<file path="src/rtl/systolic_pkg.sv">
// rtl/systolic_pkg.sv - shared widths, defaults and serializer state type for the systolic array slice
package systolic_pkg;

   localparam int SYS_DATA_WIDTH = 8;
   localparam int SYS_SIZE       = 16;
   localparam int SYS_DEPTH      = 4;

   localparam int IDX_W = $clog2(SYS_SIZE);
   localparam int CNT_W = $clog2(SYS_DEPTH + 1);

   typedef enum logic {IDLE, STREAM} ser_state_t;

endpackage

</file>
<file path="src/rtl/vec_fifo.sv">
// rtl/vec_fifo.sv - DEPTH-entry wide-word FIFO exposing the head entry, full/empty and occupancy
module vec_fifo #(
   parameter int WIDTH = 128,
   parameter int DEPTH = 4
) (
   input  logic                         clk,
   input  logic                         reset_n,
   input  logic                         push,
   input  logic [WIDTH-1:0]             wdata,
   input  logic                         pop,
   output logic [WIDTH-1:0]             head,
   output logic                         full,
   output logic                         empty,
   output logic [$clog2(DEPTH+1)-1:0]   count
);

   localparam int PW = $clog2(DEPTH);
   localparam int CW = $clog2(DEPTH + 1);

   logic [WIDTH-1:0] mem_q [DEPTH];
   logic [PW-1:0]    wr_ptr_q, wr_ptr_d;
   logic [PW-1:0]    rd_ptr_q, rd_ptr_d;
   logic [CW-1:0]    count_q, count_d;

   always_comb begin
      wr_ptr_d = wr_ptr_q;
      rd_ptr_d = rd_ptr_q;
      count_d  = count_q;
      if (push) wr_ptr_d = wr_ptr_q + 1'b1;
      if (pop)  rd_ptr_d = rd_ptr_q + 1'b1;
      case ({push, pop})
         2'b10:   count_d = count_q + 1'b1;
         2'b01:   count_d = count_q - 1'b1;
         default: count_d = count_q;
      endcase
   end

   always_ff @(posedge clk or negedge reset_n) begin
      if (!reset_n) begin
         wr_ptr_q <= '0;
         rd_ptr_q <= '0;
         count_q  <= '0;
      end else begin
         wr_ptr_q <= wr_ptr_d;
         rd_ptr_q <= rd_ptr_d;
         count_q  <= count_d;
      end
   end

   // Storage is data-only; validity is tracked by the pointers and count.
   always_ff @(posedge clk) begin
      if (push) mem_q[wr_ptr_q] <= wdata;
   end

   assign head  = mem_q[rd_ptr_q];
   assign full  = (count_q == CW'(DEPTH));
   assign empty = (count_q == '0);
   assign count = count_q;

endmodule

</file>
<file path="src/rtl/result_serializer.sv">
// rtl/result_serializer.sv - buffers packed result vectors and emits them one element per beat
// Optional parity outputs and per-entry parity storage: RESULT_SERIALIZER_PARITY_EN
module result_serializer
   import systolic_pkg::*;
#(
   parameter int DATA_WIDTH = SYS_DATA_WIDTH,
   parameter int SIZE       = SYS_SIZE,
   parameter int DEPTH      = SYS_DEPTH
) (
   input  logic                         clk,
   input  logic                         reset_n,
   input  logic                         in_valid,
   output logic                         in_ready,
   input  logic [DATA_WIDTH*SIZE-1:0]   in_data,
   output logic                         out_valid,
   input  logic                         out_ready,
   output logic [DATA_WIDTH-1:0]        out_data,
   output logic [$clog2(SIZE)-1:0]      out_index,
   output logic                         out_last,
`ifdef RESULT_SERIALIZER_PARITY_EN
   output logic                         out_parity,
   output logic                         vec_parity_err,
`endif
   output logic [$clog2(DEPTH+1)-1:0]   count
);

   localparam int EW = $clog2(SIZE);
   localparam int CW = $clog2(DEPTH + 1);
   localparam int VW = DATA_WIDTH * SIZE;
`ifdef RESULT_SERIALIZER_PARITY_EN
   localparam int FW = VW + 1;
`else
   localparam int FW = VW;
`endif

   ser_state_t          state_q, state_d;
   logic [EW-1:0]       elem_idx_q, elem_idx_d;
   logic [FW-1:0]       fifo_wdata, fifo_head;
   logic [DATA_WIDTH-1:0] elem;
   logic [CW-1:0]       fifo_count;
   logic                fifo_full, fifo_empty;
   logic                push, pop, pop_last;

   assign push     = in_valid && !fifo_full;
   assign pop      = out_valid && out_ready;
   assign pop_last = pop && (elem_idx_q == EW'(SIZE - 1));

`ifdef RESULT_SERIALIZER_PARITY_EN
   assign fifo_wdata = {^in_data, in_data};
`else
   assign fifo_wdata = in_data;
`endif

   vec_fifo #(
      .WIDTH (FW),
      .DEPTH (DEPTH)
   ) u_fifo (
      .clk     (clk),
      .reset_n (reset_n),
      .push    (push),
      .wdata   (fifo_wdata),
      .pop     (pop_last && !fifo_empty),
      .head    (fifo_head),
      .full    (fifo_full),
      .empty   (fifo_empty),
      .count   (fifo_count)
   );

   assign elem = fifo_head[DATA_WIDTH*elem_idx_q +: DATA_WIDTH];

   always_ff @(posedge clk or negedge reset_n) begin
      if (!reset_n) begin
         state_q    <= IDLE;
         elem_idx_q <= '0;
      end else begin
         state_q    <= state_d;
         elem_idx_q <= elem_idx_d;
      end
   end

   // Leave STREAM only when the last held vector finishes and nothing new arrives.
   always_comb begin
      state_d    = state_q;
      elem_idx_d = elem_idx_q;
      case (state_q)
         IDLE:   if (push) state_d = STREAM;
         STREAM: if (pop_last && fifo_count == CW'(1) && !push) state_d = IDLE;
         default: state_d = IDLE;
      endcase
      if (pop_last)  elem_idx_d = '0;
      else if (pop)  elem_idx_d = elem_idx_q + 1'b1;
   end

   always_comb begin
      out_valid = (state_q == STREAM);
      out_data  = out_valid ? elem : '0;
      out_index = elem_idx_q;
      out_last  = out_valid && (elem_idx_q == EW'(SIZE - 1));
      in_ready  = !fifo_full;
      count     = fifo_count;
   end

`ifdef RESULT_SERIALIZER_PARITY_EN
   logic sent_par_q, sent_par_d;

   always_comb begin
      sent_par_d = sent_par_q;
      if (pop_last) sent_par_d = 1'b0;
      else if (pop) sent_par_d = sent_par_q ^ (^elem);
   end

   always_ff @(posedge clk or negedge reset_n) begin
      if (!reset_n) sent_par_q <= 1'b0;
      else          sent_par_q <= sent_par_d;
   end

   assign out_parity     = ^out_data;
   assign vec_parity_err = pop_last && ((sent_par_q ^ (^elem)) != fifo_head[VW]);
`endif

endmodule

</file>
<file path="config.mk">
export PLATFORM = sky130hd
export DESIGN_NAME = result_serializer
export DESIGN_NICKNAME = d
export VERILOG_FILES = /design/src/rtl/systolic_pkg.sv /design/src/rtl/vec_fifo.sv /design/src/rtl/result_serializer.sv
export SDC_FILE = /design/constraint.sdc
export NUM_CORES = 1
export LEC_CHECK = 0
export ABC_AREA = 1
export ABC_CLOCK_PERIOD_IN_PS = 8100
export CORE_MARGIN = 1.5
export CORE_UTILIZATION = 50
export CTS_CLUSTER_DIAMETER = 60
export DETAILED_ROUTE_END_ITERATION = 7
export PLACE_DENSITY = 0.69
export SYNTH_ARGS = -nofsm -noshare
export SYNTH_HDL_FRONTEND = slang
export SYNTH_HIERARCHICAL = 1
export SYNTH_SLANG_ARGS = --single-unit
</file>
<file path="constraint.sdc">
create_clock -name clk -period 8.1 [get_ports clk]
set_input_delay 0.81 -clock clk [delete_from_list [all_inputs] [get_ports clk]]
set_output_delay 0.81 -clock clk [all_outputs]
set_load 0.01 [all_outputs]
</file>
## After elaboration in Yosys (flattened, before gate mapping)

Memories as Yosys holds them, arrays and structs flattened.
Index checks and enable logic that the tools add are counted.

- Add/subtract/negate cells: 5
- Bitwise gates (word level): 1
- Shift-type cells: 1
- Multiplexer cells: 8
- Eq/ne operators: 5
- Reductions and logical operators: 13

Operators with widths:

| cell | number |
|---|---|
| $shiftx A128 B8 Y8 | 1 |
| $mux W4 | 2 |
| $mux W8 | 1 |
| $logic_and A1 B1 Y1 | 7 |
| $pmux W3 S2 | 1 |
| $add A2 B1 Y2 const B | 2 |
| $add A4 B1 Y4 const B | 1 |
| $eq A4 B4 Y1 const B | 1 |
| $reduce_bool A2 Y1 | 2 |
| $add A3 B1 Y3 const B | 1 |
| $eq A3 B1 Y1 const B | 1 |
| $eq A3 B3 Y1 const B | 1 |
| $logic_not A1 Y1 | 3 |
| $logic_not A3 Y1 | 1 |
| $mux W1 | 3 |
| $sub A3 B1 Y3 const B | 1 |
| $eq A2 B1 Y1 const B | 1 |
| $eq A2 B2 Y1 const B | 1 |
| $pmux W1 S2 | 1 |
| $not A1 Y1 | 1 |

- Flip-flop bits (word level): 12
- Logic and storage cells: 39
- Input port bits: 132
- RAM bits: 512
- Memories: 1
- Output and inout port bits: 18

Memories:

| name | depth | width | rd ports | clocked after memory_dff | wr ports | RTL line | text |
|---|---|---|---|---|---|---|---|
| u_fifo.mem_q | 4 | 128 | 1 | 0 | 1 | vec_fifo.sv:20 | `logic [WIDTH-1:0] mem_q [DEPTH];` |

## Depth between registers and ports, before layout

Gate-level depths: netlist (run 1).

- Depth after elaboration: 7
- Depth in mapped cells: 15
- Depth with buffers taken out: 14

## Cells and area by module

Netlist (run 1), hierarchy kept.

By module, submodules not included:

| module | area an instance (um^2) | seq. area each (um^2) | cells an instance | instances |
|---|---|---|---|---|
| vec_fifo | 20,870.0 | 15,549.9 | 1,542 | 1 |
| result_serializer | 1,905.6 | 125.1 | 436 | 1 |

## Worst setup path after synthesis (run 1)

OpenSTA, ideal clock, no wires.

- Path type: input-to-reg
- Start: input in_valid
- End: memory u_fifo.mem_q[0][0] (enable)
- Stages on the path: 5
- Arrival time: 3.695 ns
- Path buffers: 1
- Library setup time: 0.481 ns
- Required time: 7.619 ns
- Slack: 3.924 ns
- Cells stage by stage: nand2_1 > inv_1 > clkbuf_1 > nand2_1 > inv_1

- Longest elaborated chain between the ends: 3

RTL lines:

| item | RTL line | text |
|---|---|---|
| start: declaration | result_serializer.sv:12 | `input logic in_valid,` |
| $logic_and A1 B1 Y1 | result_serializer.sv:44 | `assign push = in_valid && !fifo_full;` |
| net push | result_serializer.sv:42 | `logic push, pop, pop_last;` |
| $mux W1 | vec_fifo.sv:52 | `if (push) mem_q[wr_ptr_q] <= wdata;` |
| $mux W1 (not written as such) | vec_fifo.sv:52 |  |
| end: declaration | vec_fifo.sv:20 |  |

The timed path passes the listed nets, and every way through them passes these cells.

## Final worst setup path (run 1)

- Start: register u_fifo.rd_ptr_q[1]
- End: output out_data[5]

- Longest elaborated chain between the ends: 3

RTL lines:

| item | RTL line | text |
|---|---|---|
| start: declaration | vec_fifo.sv:22 | `logic [PW-1:0] rd_ptr_q, rd_ptr_d;` |
| start signal: assignment | vec_fifo.sv:45 | `rd_ptr_q <= rd_ptr_d;` |
| $mem_v2 Z4 W128 | n/a |  |
| net fifo_head[117] | result_serializer.sv:38 | `logic [FW-1:0] fifo_wdata, fifo_head;` |
| $shiftx A128 B8 Y8 | result_serializer.sv:69 | `assign elem = fifo_head[DATA_WIDTH*elem_idx_q +: DATA_WIDTH];` |
| $mux W8 | result_serializer.sv:96 | `out_data = out_valid ? elem : '0;` |
| end: declaration | result_serializer.sv:17 | `output logic [DATA_WIDTH-1:0] out_data,` |

The timed path passes the listed nets, and every way through them passes these cells.

==> results.txt, run 1 <==
The first-iteration detailed-routing DRC count is 1225, and the summed area of non-filler cells in the final layout is 0.0258 mm². Static timing analysis puts the maximum clock frequency at 0.183 GHz. For the core region area, the log shows 0.0452 mm². The count of pins on the block boundary is 150. The number of buffers added for setup after CTS is 0. Using the TritonRoute via totals, the vias-per-cell ratio works out to 5.18. The async set-reset flop share out of synthesis was 2.29%. The startpoint-to-endpoint class of the critical path was reg2out.

Synthesis produced a netlist with a net count of 2117. The H-tree generated during clock tree synthesis spans 2 levels. The kind of path behind the tightest hold check is reg2reg. Summed over all layers, the routed wires come to 49.6 mm. The number of antenna violations at the first check in global routing was 2; the average cell area after synthesis was 11.5 µm². In this run the worst path has a maximum fanout of 83. Summed over all nets, the half-perimeter wirelength after detailed placement is 28.7 mm.

The final RePlAce weighted congestion came out at 0.793. The via count is 14.1k, and the utilization of the core after routing is 57.1%. The number of buffers and inverters on the critical path is 5. The tools report the smallest hold slack as 0.542 ns.

The worst path needs 5.46 ns of the cycle, external delays included. The clock transition at the registers of the reported paths is 0.06 ns, and the number of remaining DRC errors is 0. The number of enable-type register cells in the synthesized netlist is 512.

Among all flip-flop cells after synthesis, the most frequent one is sky130_fd_sc_hd__edfxtp_1. The total overflow left after global routing is 0. Overall routing resource usage: 21.5%.

Setup violations remaining at the end of the flow were counted as 0. After synthesis the netlist holds a flip-flop and latch count of 524. The tools report the number of CTS-inserted buffers as 53. The largest net degree at the start of global routing is 277, and the cell area after placement is 0.0243 mm². The tools report the number of clock sinks as 524. The maximum vdd drop is 0.000332 V.

The post-cts sizing count is 0. Setup total negative slack on the finished layout was measured at 0 ns. TritonCTS built the clock tree. The clock arrives with 0.0145 ns of skew. The clock passes through at most 3 buffers.

The post-route netlist has 4.37% of its cells at a drive strength greater than 1. The area growth from synthesis to layout works out to 13.3%. For this run, the number of Yosys warnings is 6. The master of the slowest instance on the critical path was sky130_fd_sc_hd__inv_4.

In this run the remaining antenna-violating nets after routing total 0. Max-slew violation count: 0. The tools report the kind of start point of the critical path as a register. The count of nets after finishing came out at 2225. The number of fill cells is 3673, and the number of violations of the max-capacitance limit is 0. The number of global-route vias before repair was 13.9k; the height of the die was 216 µm. Total power density per cell area: 358 mW/mm².

The logs give 0.0468 mm² for the die outline area and 0.0228 mm² for the cell area after synthesis. The width of the chip was 216 µm. The analysis attributes to cell leakage a power of 0.0102 µW. The worst-case headroom to the max-slew limit is 21.2%, and the total number of placement rows is 78. The element type at the critical path end is an output port.

The share of the Yosys chip area taken by registers is 68.8%. The flow ran to the end, and the final reports show no timing, DRC or antenna violations. The tools report the number of hold violations in the final report as 0. The tools report the clock tree root buffer cell as sky130_fd_sc_hd__clkbuf_16.

STA puts the critical path data arrival time at 4.65 ns. The post-cts hold buffer count came out at 0. Dividing the detail-routed wire length by the instance count gives 18.2 µm. The initial utilization of the core area, before any placement, comes to 50.4%. After technology mapping, the gate count stands at 1978. At the pin with the least slew margin, the transition time is 1.18 ns. The worst path uses 67.4% of the clock period. The run gives 23 as the count of different cell masters after synthesis. Clock latency reported for the late side of the worst-skew pair: 0.59 ns. The largest stage delay on the critical path came out at 0.88 ns.

Gate family responsible for the most delay along the worst path: buffers and inverters. The signal on the critical path passes through inv_4 > buf_4 > o211ai_1 > nand2_1 > inv_1 > nand2_1 > nand3_1 > nand2_1 > nand2_1 > nand2_1 > inv_1 > a21oi_1 > clkdlybuf4s50_1. The critical path's most frequent cell was sky130_fd_sc_hd__nand2_1. The number of I/O port buffers is 149, and the global-route wire length before repair is 77.2 mm.

The pre-antenna-repair detailed-routing pass consisted of 6 iterations. Setup repair after global routing left no endpoint under its margin. For the worst setup path, the data required time is 7.29 ns.
sequential cells by signal, indices dropped and copies added (netlist names):
name,flops
out_index,4
out_valid,1
u_fifo/count,3
u_fifo/mem_q,512
u_fifo/rd_ptr_q,2
u_fifo/wr_ptr_q,2
cells by family after synthesis:
group / share of synthesized area, %
flops: 68.8
buf+inv: 9.99
simple gates: 11.8
compound gates: 8.77
xor+xnor: 0.192
fa+ha+maj: 0.418
metrics by stage:
stage | instances | total power [µW] | setup WS [ns]
after floorplan | 1978 | 6300 | 3.92
after global placement | 2631 | 7050 | 3.18
after detailed placement | 2631 | 7100 | 3.21
after CTS | 2727 | 9320 | 2.57
after global routing | 2727 | 9840 | 2.34
final | 2728 | 9240 | 2.64
final timing paths:
kind / slack (ns) / end / cells after the start / start
max in group asynchronous: 7.06 / u_fifo/rd_ptr_q[0] / 1 / reset_n
max: 2.64 / out_data[5] / 13 / u_fifo/rd_ptr_q[1]
min in group asynchronous: 0.60 / out_index[3] / 1 / reset_n
max reg2reg: 4.67 / u_fifo/mem_q[3][52] / 7 / u_fifo/count[0]
min reg2reg: 0.54 / u_fifo/wr_ptr_q[0] / 1 / u_fifo/wr_ptr_q[0]
min: 0.54 / u_fifo/wr_ptr_q[0] / 1 / u_fifo/wr_ptr_q[0]
synthesized netlist by cell type (6+ instances only):
| master | count | area, µm² |
|---|---|---|
| sky130_fd_sc_hd__nand2_1 | 616 | 2310 |
| sky130_fd_sc_hd__edfxtp_1 | 512 | 15400 |
| sky130_fd_sc_hd__inv_1 | 367 | 1380 |
| sky130_fd_sc_hd__o211ai_1 | 256 | 1920 |
| sky130_fd_sc_hd__nand3_1 | 66 | 330 |
| sky130_fd_sc_hd__buf_6 | 53 | 597 |
| sky130_fd_sc_hd__buf_2 | 39 | 195 |
| sky130_fd_sc_hd__dfrtp_1 | 12 | 300 |
| sky130_fd_sc_hd__a21oi_1 | 9 | 45.0 |
| sky130_fd_sc_hd__buf_4 | 8 | 60.1 |
| sky130_fd_sc_hd__clkbuf_1 | 7 | 26.3 |
| sky130_fd_sc_hd__ha_1 | 6 | 75.1 |
| sky130_fd_sc_hd__o21ai_0 | 6 | 30.0 |
cells in the final DEF, fill, tap and decap left out, types with 2 or more instances in the layout:
| cell type | Yosys | routed |
|---|---|---|
| sky130_fd_sc_hd__xor2_1 | 4 | 4 |
| sky130_fd_sc_hd__edfxtp_1 | 512 | 512 |
| sky130_fd_sc_hd__nor3_1 | 2 | 2 |
| sky130_fd_sc_hd__inv_1 | 367 | 362 |
| sky130_fd_sc_hd__inv_2 | 2 | 2 |
| sky130_fd_sc_hd__o21ai_0 | 6 | 6 |
| sky130_fd_sc_hd__clkdlybuf4s50_1 | 0 | 149 |
| sky130_fd_sc_hd__dfrtp_4 | 0 | 2 |
| sky130_fd_sc_hd__dfrtp_1 | 12 | 9 |
| sky130_fd_sc_hd__nand3_1 | 66 | 66 |
| sky130_fd_sc_hd__clkinv_2 | 0 | 11 |
| sky130_fd_sc_hd__a21oi_1 | 9 | 9 |
| sky130_fd_sc_hd__nor2_1 | 5 | 5 |
| sky130_fd_sc_hd__nand2_1 | 616 | 616 |
| sky130_fd_sc_hd__o211ai_1 | 256 | 256 |
| sky130_fd_sc_hd__clkinvlp_4 | 0 | 4 |
| sky130_fd_sc_hd__ha_1 | 6 | 6 |
| sky130_fd_sc_hd__clkbuf_16 | 0 | 53 |
| sky130_fd_sc_hd__clkinv_1 | 1 | 11 |
| sky130_fd_sc_hd__clkbuf_1 | 7 | 16 |
| sky130_fd_sc_hd__buf_4 | 8 | 12 |
| sky130_fd_sc_hd__inv_4 | 0 | 5 |
| sky130_fd_sc_hd__nand4_1 | 2 | 2 |
layer usage:
layer | routed length [µm] | track usage (%) | up-vias
met5 | 9 | 0 | -
met4 | 1270 | 6.83 | 2
met3 | 3670 | 4.91 | 81
met2 | 23600 | 35.5 | 415
met1 | 21000 | 28.3 | 6767
li1 | - | - | 6859
cell type report:
class                   count  area [µm²]  share of cell area, %
diodes                      1        2.50                0.00969
inverters                 370        1400                   5.43
clock inverters            27         161                  0.625
flip-flops and latches    524       15700                   60.8
clock buffers              69        1390                   5.37
well taps                 600         751                   2.91
repair buffers            162        1600                   6.20
multi-input cells         975        4830                   18.7
where the power goes:
part           switching [µW]  leakage, µW  internal, µW  total, µW
clock network             970     0.000750          1230       2200
registers                 231      0.00483          3580       3810
logic                    2200      0.00465          1020       3230
Note: power is estimated with default switching activity, not from simulation.
==> run 2: changes to the inputs <==
--- a/config.mk
+++ b/config.mk
@@ -6,12 +6,12 @@
 export NUM_CORES = 1
 export LEC_CHECK = 0
 export ABC_AREA = 1
-export ABC_CLOCK_PERIOD_IN_PS = 8100
+export ABC_CLOCK_PERIOD_IN_PS = 4400
 export CORE_MARGIN = 1.5
 export CORE_UTILIZATION = 50
 export CTS_CLUSTER_DIAMETER = 60
 export DETAILED_ROUTE_END_ITERATION = 7
-export PLACE_DENSITY = 0.69
+export PLACE_DENSITY = 0.72
 export SYNTH_ARGS = -nofsm -noshare
 export SYNTH_HDL_FRONTEND = slang
 export SYNTH_HIERARCHICAL = 1
==> constraint.sdc (replaced) <==
create_clock -name clk -period 4.4 [get_ports clk]
set_input_delay 0.44 -clock clk [delete_from_list [all_inputs] [get_ports clk]]
set_output_delay 0.44 -clock clk [all_outputs]
set_load 0.01 [all_outputs]
==> run 2 against run 1 <==
  * Non-clock buffer count rose by 12
  * First-iteration DRC count rose by 0.16%
  * Largest power group unchanged
  * Design area rose by 1.1%
  * Combinational power rose by 95%
  * Critical endpoint unchanged
==> results.txt, run 2 (same netlist as run 1, synthesis figures left out) <==
The flow ran to the end, and the final reports show no timing, DRC or antenna violations. The largest net degree at the start of global routing is 129, and the average wire per cell in the routed design is 18.7 µm. In this run, the number of DRC markers left after iteration 0 of detailed routing was 1227.

The worst setup path is captured at an output port. For this run, the post-layout net count is 2237. For the overall routing resource usage, the log shows 22.1%. The number of remaining DRC errors was 0.

Timing would allow up to 0.252 GHz. Summing over every cut layer, the via total after detailed routing is 14.5k. The critical path's most frequent cell is sky130_fd_sc_hd__nand2_1.

The worst path in the final design needs a cycle of 3.98 ns, including I/O delays and setup. The critical path starts at u_fifo/rd_ptr_q[0]. After detailed placement, the design holds a cell count of 2642. For the final database, setup skew stands at 0.0198 ns. Arrival time reported for the critical path endpoint: 3.54 ns. Counting flops per register, the top entry is u_fifo/mem_q.

The post-route setup TNS is 0 ns. The max-slew violation count is 0. In this run the remaining antenna-violating nets after routing total 0. For the summed area of non-filler cells in the final layout, the log shows 0.0261 mm². The tools report the number of CTS-inserted buffers as 53. The first global-routing pass estimated 79.5 mm of wire. The number of hold buffers added after CTS was 0. The number of global-route vias before repair came out at 14.3k.

Data on the critical path is required at its endpoint by 3.96 ns. The library cell used most frequently in the layout, excluding fill and tap cells, is sky130_fd_sc_hd__nand2_1. The tools report the launching point of the worst reg2reg path as out_index[0].

After layout, the design draws a total of 17300 µW. For the number of hold violations in the final report, the log shows 0. Traced cell by cell, the critical path runs through buf_12 > o211ai_1 > nand2_1 > nand2_1 > nand2_1 > nand2_1 > nand3_1 > nand3_1 > a21oi_1 > clkdlybuf4s50_1.

The flip-flop count of the largest register after layout was 512. Across the VDD grid, the largest voltage drop is 0.000607 V. The tree is rooted in a sky130_fd_sc_hd__clkbuf_16. For this block, the routed nets add up to 51.4 mm of wire. Worst-case headroom to the max-slew limit: 39.0%.

The H-tree level count is 2, and the width of the chip is 216 µm. The floorplan has 78 rows. The startpoint-to-endpoint class of the critical path is reg2out. Summing all placed instances gives a cell area of 0.0245 mm². For the leakage power total, the log shows 0.0104 µW.

The top cell types in the final layout, fill and taps aside, are 616 x sky130_fd_sc_hd__nand2_1, 512 x sky130_fd_sc_hd__edfxtp_1, 362 x sky130_fd_sc_hd__inv_1, 256 x sky130_fd_sc_hd__o211ai_1, 149 x sky130_fd_sc_hd__clkdlybuf4s50_1. The tools report the number of clock sinks as 524. Compared with the post-synthesis result, the final layout area differs by 14.6%. Once detailed placement completed, the half-perimeter wirelength came to 30.2 mm. The measured slew at the worst slew-check pin was 0.915 ns; the leftover overflow at the end of global routing was 0.

In this design, the stage delay of the slowest critical-path cell is 0.75 ns. Hold timing on the final database bottoms out at a slack of 0.213 ns. The number of iterations in the first detailed-routing pass was 6; the share of the clock period used by the worst path was 90.3%. The floorplan step set the die height to 216 µm. For the effective utilization at floorplan, the log shows 50.4%. Setup violations remaining at the end of the flow were counted as 0.

For this design, the slowest cell found on the critical path is sky130_fd_sc_hd__dfrtp_4. Along the worst path, the maximum fanout reaches 112. The count of pins on the block boundary was 150; the clock transition at the registers of the reported paths was 0.06 ns. The number of antenna violations at the first check in global routing is 1. In this run the worst hold path is classified as in2async. The finished layout holds 2742 standard cells, fillers aside.

No sink is reached through more buffers than the 3 on the longest clock path. Port buffering added 149 buffers. Setup repair after global routing left no endpoint under its margin. After detailed routing, the number of vias per cell comes to 5.28.

Of the cells placed in the final design, the portion with a size suffix greater than 1 is 5.00%. The die covers 0.0468 mm². The tools report the core region area as 0.0452 mm².

The worst setup path is launched from a register. TritonCTS built the clock tree. The tool flagged a number of max-cap violations equal to 0. The congestion estimate from routability-driven global placement came to 0.793.

The total power density per cell area works out to 664 mW/mm². For the worst-skew pair, the clock arrives at the later sink with an insertion delay of 0.60 ns.
run 2: cell count changes in the layout (fill, tap and decap cells not counted), sizes merged:
cell / previous run / this run
clkinvlp: 4 / 3
clkbuf: 69 / 64
inv: 370 / 372
buf: 13 / 25
clkinv: 22 / 28
run 2: layer usage:
| metal | vias up | part of all wire, % | track usage (%) |
|---|---|---|---|
| li1 | 6892 | - | - |
| met1 | 7003 | 42 | 29.1 |
| met2 | 495 | 48 | 36.9 |
| met3 | 81 | 7.7 | 4.94 |
| met4 | 2 | 2.4 | 6.57 |
| met5 | - | 0.021 | 0 |
run 2: path summary, 6_finish.rpt:
| check | depth (start not counted) | slack, ns | end |
|---|---|---|---|
| setup / recovery | 10 | 0.42 | out_data[5] |
| hold / removal | 1 | 0.21 | u_fifo/rd_ptr_q[0] |
| setup reg to reg | 13 | 1.43 | u_fifo/count[2] |
| hold reg to reg | 1 | 0.54 | u_fifo/wr_ptr_q[0] |
| max in group asynchronous | 1 | 3.75 | u_fifo/rd_ptr_q[1] |
| min in group clk | 1 | 0.46 | u_fifo/mem_q[1][46] |
run 2: through the flow:
stage | util (%) | worst slack [ns]
2_1_floorplan | - | 0.354
3_3_place_gp | 54.2 | 0.891
3_5_place_dp | 54.2 | 0.895
4_1_cts | 57.7 | 0.226
5_1_grt | 57.8 | 0.179
6_report | 57.8 | 0.425
run 2: cell type report:
class,instances,area (µm²)
clock buffers,64,1370
diodes,1,2.50
clock inverters,34,206
inverters,370,1400
repair buffers,174,1870
flip-flops and latches,524,15700
multi-input cells,975,4830
well taps,600,751
fillers,3583,19100
run 2: timing repair:
action	CTS	global route
buffers inserted	0	1
resized for setup	0	0
setup endpoints to repair	0	1
run 2: power by group:
part | leakage, µW | switching, µW | internal [µW]
Clock | 0.000765 | 1840 | 2270
Combinational | 0.00476 | 4230 | 2060
Sequential | 0.00483 | 342 | 6580
Total | 0.0104 | 6410 | 10900
run 2: worst max-delay path, delay by kind of cell, from the launching register on:
kind | cells | cell delay (ns)
AOI/OAI and AO/OA | 2 | 0.44
buffers and inverters | 2 | 1.03
DFF | 1 | 0.75
and+or+nand+nor | 6 | 0.65
==> run 3: changes to the inputs <==
--- a/config.mk
+++ b/config.mk
@@ -7,6 +7,7 @@
 export LEC_CHECK = 0
 export ABC_AREA = 1
 export ABC_CLOCK_PERIOD_IN_PS = 4400
+export CORE_ASPECT_RATIO = 0.5
 export CORE_MARGIN = 1.5
 export CORE_UTILIZATION = 50
 export CTS_CLUSTER_DIAMETER = 60
==> run 3 against run 2 <==
  * Wire length down 4.5%
  * Combinational power is 2% lower
  * Global-route usage shrank 1.1 points
  * Sequential share of layout area rose by 0.24 points
  * Total power fell by 1.7%
  * Sequential power increased by 2%
  * Clock-buffer cell count did not move
  * Register-to-register slack improved by 0.02 ns
  * Worst hold slack better by 0.028 ns
  * Design area shrank 0.40%
  * Via count decreased by 0.59%
  * Clock skew decreased by 0.0078 ns
  * Critical path type unchanged
  * Largest cell class unchanged
  * Largest power group unchanged
==> results.txt, run 3 (same netlist as run 1, synthesis figures left out) <==
The flow ran to the end, and the final reports show no timing, DRC or antenna violations. The number of global-route vias before repair is 14.0k. The first global-routing pass estimated 76.4 mm of wire. At the worst endpoint, the required time is 3.96 ns. The post-cts sizing count is 0.

The area growth from synthesis to layout came out at 14.2%. The number of nets still failing antenna checks after routing came out at 0. The worst-case headroom to the max-slew limit was 40.8%; the final critical-path required period was 4.10 ns. At the pin with the least slew margin, the transition time is 0.888 ns. For the total number of placement rows, the log shows 55.

The element type at the critical path end was an output port. The critical path crosses 12 cells after its start point. The critical path's most frequent cell was sky130_fd_sc_hd__nand2_1. From left edge to right edge, the die measures 305 µm. The analysis attributes to cell leakage a power of 0.0103 µW. The first detailed-routing pass ran for 7 iterations. Of the cells placed in the final design, the portion with a size suffix greater than 1 is 5.06%.

The smallest hold slack is 0.241 ns. The run gives 2 as the H-tree level count. The clock latency reported for the late side of the worst-skew pair is 0.57 ns. The design draws 17000 µW. The launching point of the worst reg2reg path was out_index[0]. The cell count of the worst reg-to-reg path is 13. VDD sags by at most 0.000523 V. The worst-case clock buffer depth was 3; the final RePlAce weighted congestion was 0.817. Leaving out fill and tap cells, the most frequent cells in the layout are 616 x sky130_fd_sc_hd__nand2_1, 512 x sky130_fd_sc_hd__edfxtp_1, 362 x sky130_fd_sc_hd__inv_1, 256 x sky130_fd_sc_hd__o211ai_1, 149 x sky130_fd_sc_hd__clkdlybuf4s50_1.

The post-cts hold buffer count is 0. Across every metal layer, demand over resource in global routing totals 21.0%. The register with the most flip-flops in the layout has 512 of them. The most critical setup path has its endpoint at out_data[6]. In this run the power density over the cells is 655 mW/mm². The floorplan step defined a die boundary enclosing 0.0469 mm². Gate family responsible for the most delay along the worst path: buffers and inverters. The most common cell after layout, fill and taps aside is sky130_fd_sc_hd__nand2_1. The worst setup path is launched from a register.

The critical path is of the reg2out type. The largest net degree at the start of global routing is 73, and the via count is 14.4k. Kind of path behind the tightest hold check: in2async. The clock tree root buffer cell was sky130_fd_sc_hd__clkbuf_16.

Setup repair after global routing left no endpoint under its margin. For flop-to-flop paths, the worst setup slack is 1.45 ns. Based on the critical path, the design can be clocked at up to 0.244 GHz. Number of antenna violations at the first check in global routing: 4. The worst path buffer plus inverter count is 4, and the mean number of vias per cell is 5.26. Master of the slowest instance on the critical path: sky130_fd_sc_hd__dfrtp_4. Half-perimeter wire length after detailed placement: 29.7 mm. Number of I/O port buffers: 149.

On the worst path, the slowest cell contributes a delay of 1.02 ns. After filler insertion, the fill cell instance count of the layout stands at 3518. Traced cell by cell, the critical path runs through buf_4 > o211ai_1 > nand2_1 > inv_1 > nand2_1 > nand3_1 > nand2_1 > nand2_1 > nand2_1 > inv_1 > a21oi_1 > clkdlybuf4s50_1.

TritonCTS created 47 clock buffers. Setup total negative slack on the finished layout was measured at 0 ns. The region available for standard cell placement spans 0.0451 mm². The critical path starts at u_fifo/rd_ptr_q[0]. The logs give 1131 for the first-iteration detailed-routing DRC count and 3.66 ns for the arrival time reported for the critical path endpoint.

Of the available clock period, the critical path in the final layout requires 93.2%. 150 I/O pins were placed. TritonCTS built the clock tree. The tools report the count of nets after finishing as 2244.

The run gives 0.0120 ns as the maximum clock skew at final layout. The number of setup buffers added after CTS is 0. After detailed routing, the number of remaining DRC violations is 0. For this configuration, the core starts out at a cell density of 50.5%. Number of violations of the max-capacitance limit: 0.

Once layout is complete, the utilization of the core stands at 57.7%. The logs give 0 for the number of hold violations in the final report and 0 for the leftover overflow at the end of global routing. Counting flops per register, the top entry is u_fifo/mem_q. CTS saw 524 sinks.

The final-report setup violation count was 0. The tools report the terminus of the critical flop-to-flop path as u_fifo/count[2]. In this run the worst path has a maximum fanout of 72.

The max-slew violation count was 0; the average wire per cell in the routed design was 17.9 µm. The die is 154 µm tall. Routed wire length: 49.1 mm.

The clock transition at the registers of the reported paths was 0.06 ns.
[run 3: power by group]
part | switching [µW] | internal, µW | leakage [µW]
Combinational | 4030 | 2100 | 0.00481
Clock | 1710 | 2160 | 0.000695
Sequential | 458 | 6580 | 0.00483
[run 3: how the worst min path moves through the flow]
stage	start	endpoint	slack [ns]	cells past startpoint
after floorplan	reset_n	out_index[0]	0.14	0
after global placement	u_fifo/wr_ptr_q[0]	u_fifo/wr_ptr_q[0]	0.52	1
final	reset_n	out_index[2]	0.24	1
after CTS	reset_n	out_index[2]	0.23	1
after global routing	reset_n	u_fifo/wr_ptr_q[0]	0.27	1
after detailed placement	u_fifo/wr_ptr_q[0]	u_fifo/wr_ptr_q[0]	0.53	1
[run 3: routing by layer]
metal / share of wire, % / wire length [µm] / global-route usage (%) / vias to the layer above
met1: 41 / 20200 / 27.5 / 6930
met2: 50 / 24600 / 36.5 / 468
met4: 2.4 / 1190 / 6.36 / 0
li1: - / - / - / 6900
met3: 6.2 / 3060 / 3.06 / 89
met5: 0 / 0 / 0 / -
[run 3: layout make-up]
cell class                      instances  area (µm²)  share of cell area [%]
Multi-Input combinational cell        975        4830                    18.6
Clock buffer                           64        1290                    4.97
Sequential cell                       524       15700                    60.3
Inverter                              370        1410                    5.43
Antenna cell                            2        5.00                  0.0192
Timing Repair Buffer                  187        1910                    7.36
Clock inverter                         15         119                   0.457
Tap cell                              598         748                    2.88
[run 3: through the flow]
stage               instance area, µm²  setup WS (ns)  cells
finish                           26000          0.299   2735
global route                     26000         0.0938   2735
CTS                              26000          0.287   2733
detailed placement               24600          0.923   2654
global placement                 24600          0.892   2654
floorplan                        22800          0.354   1978
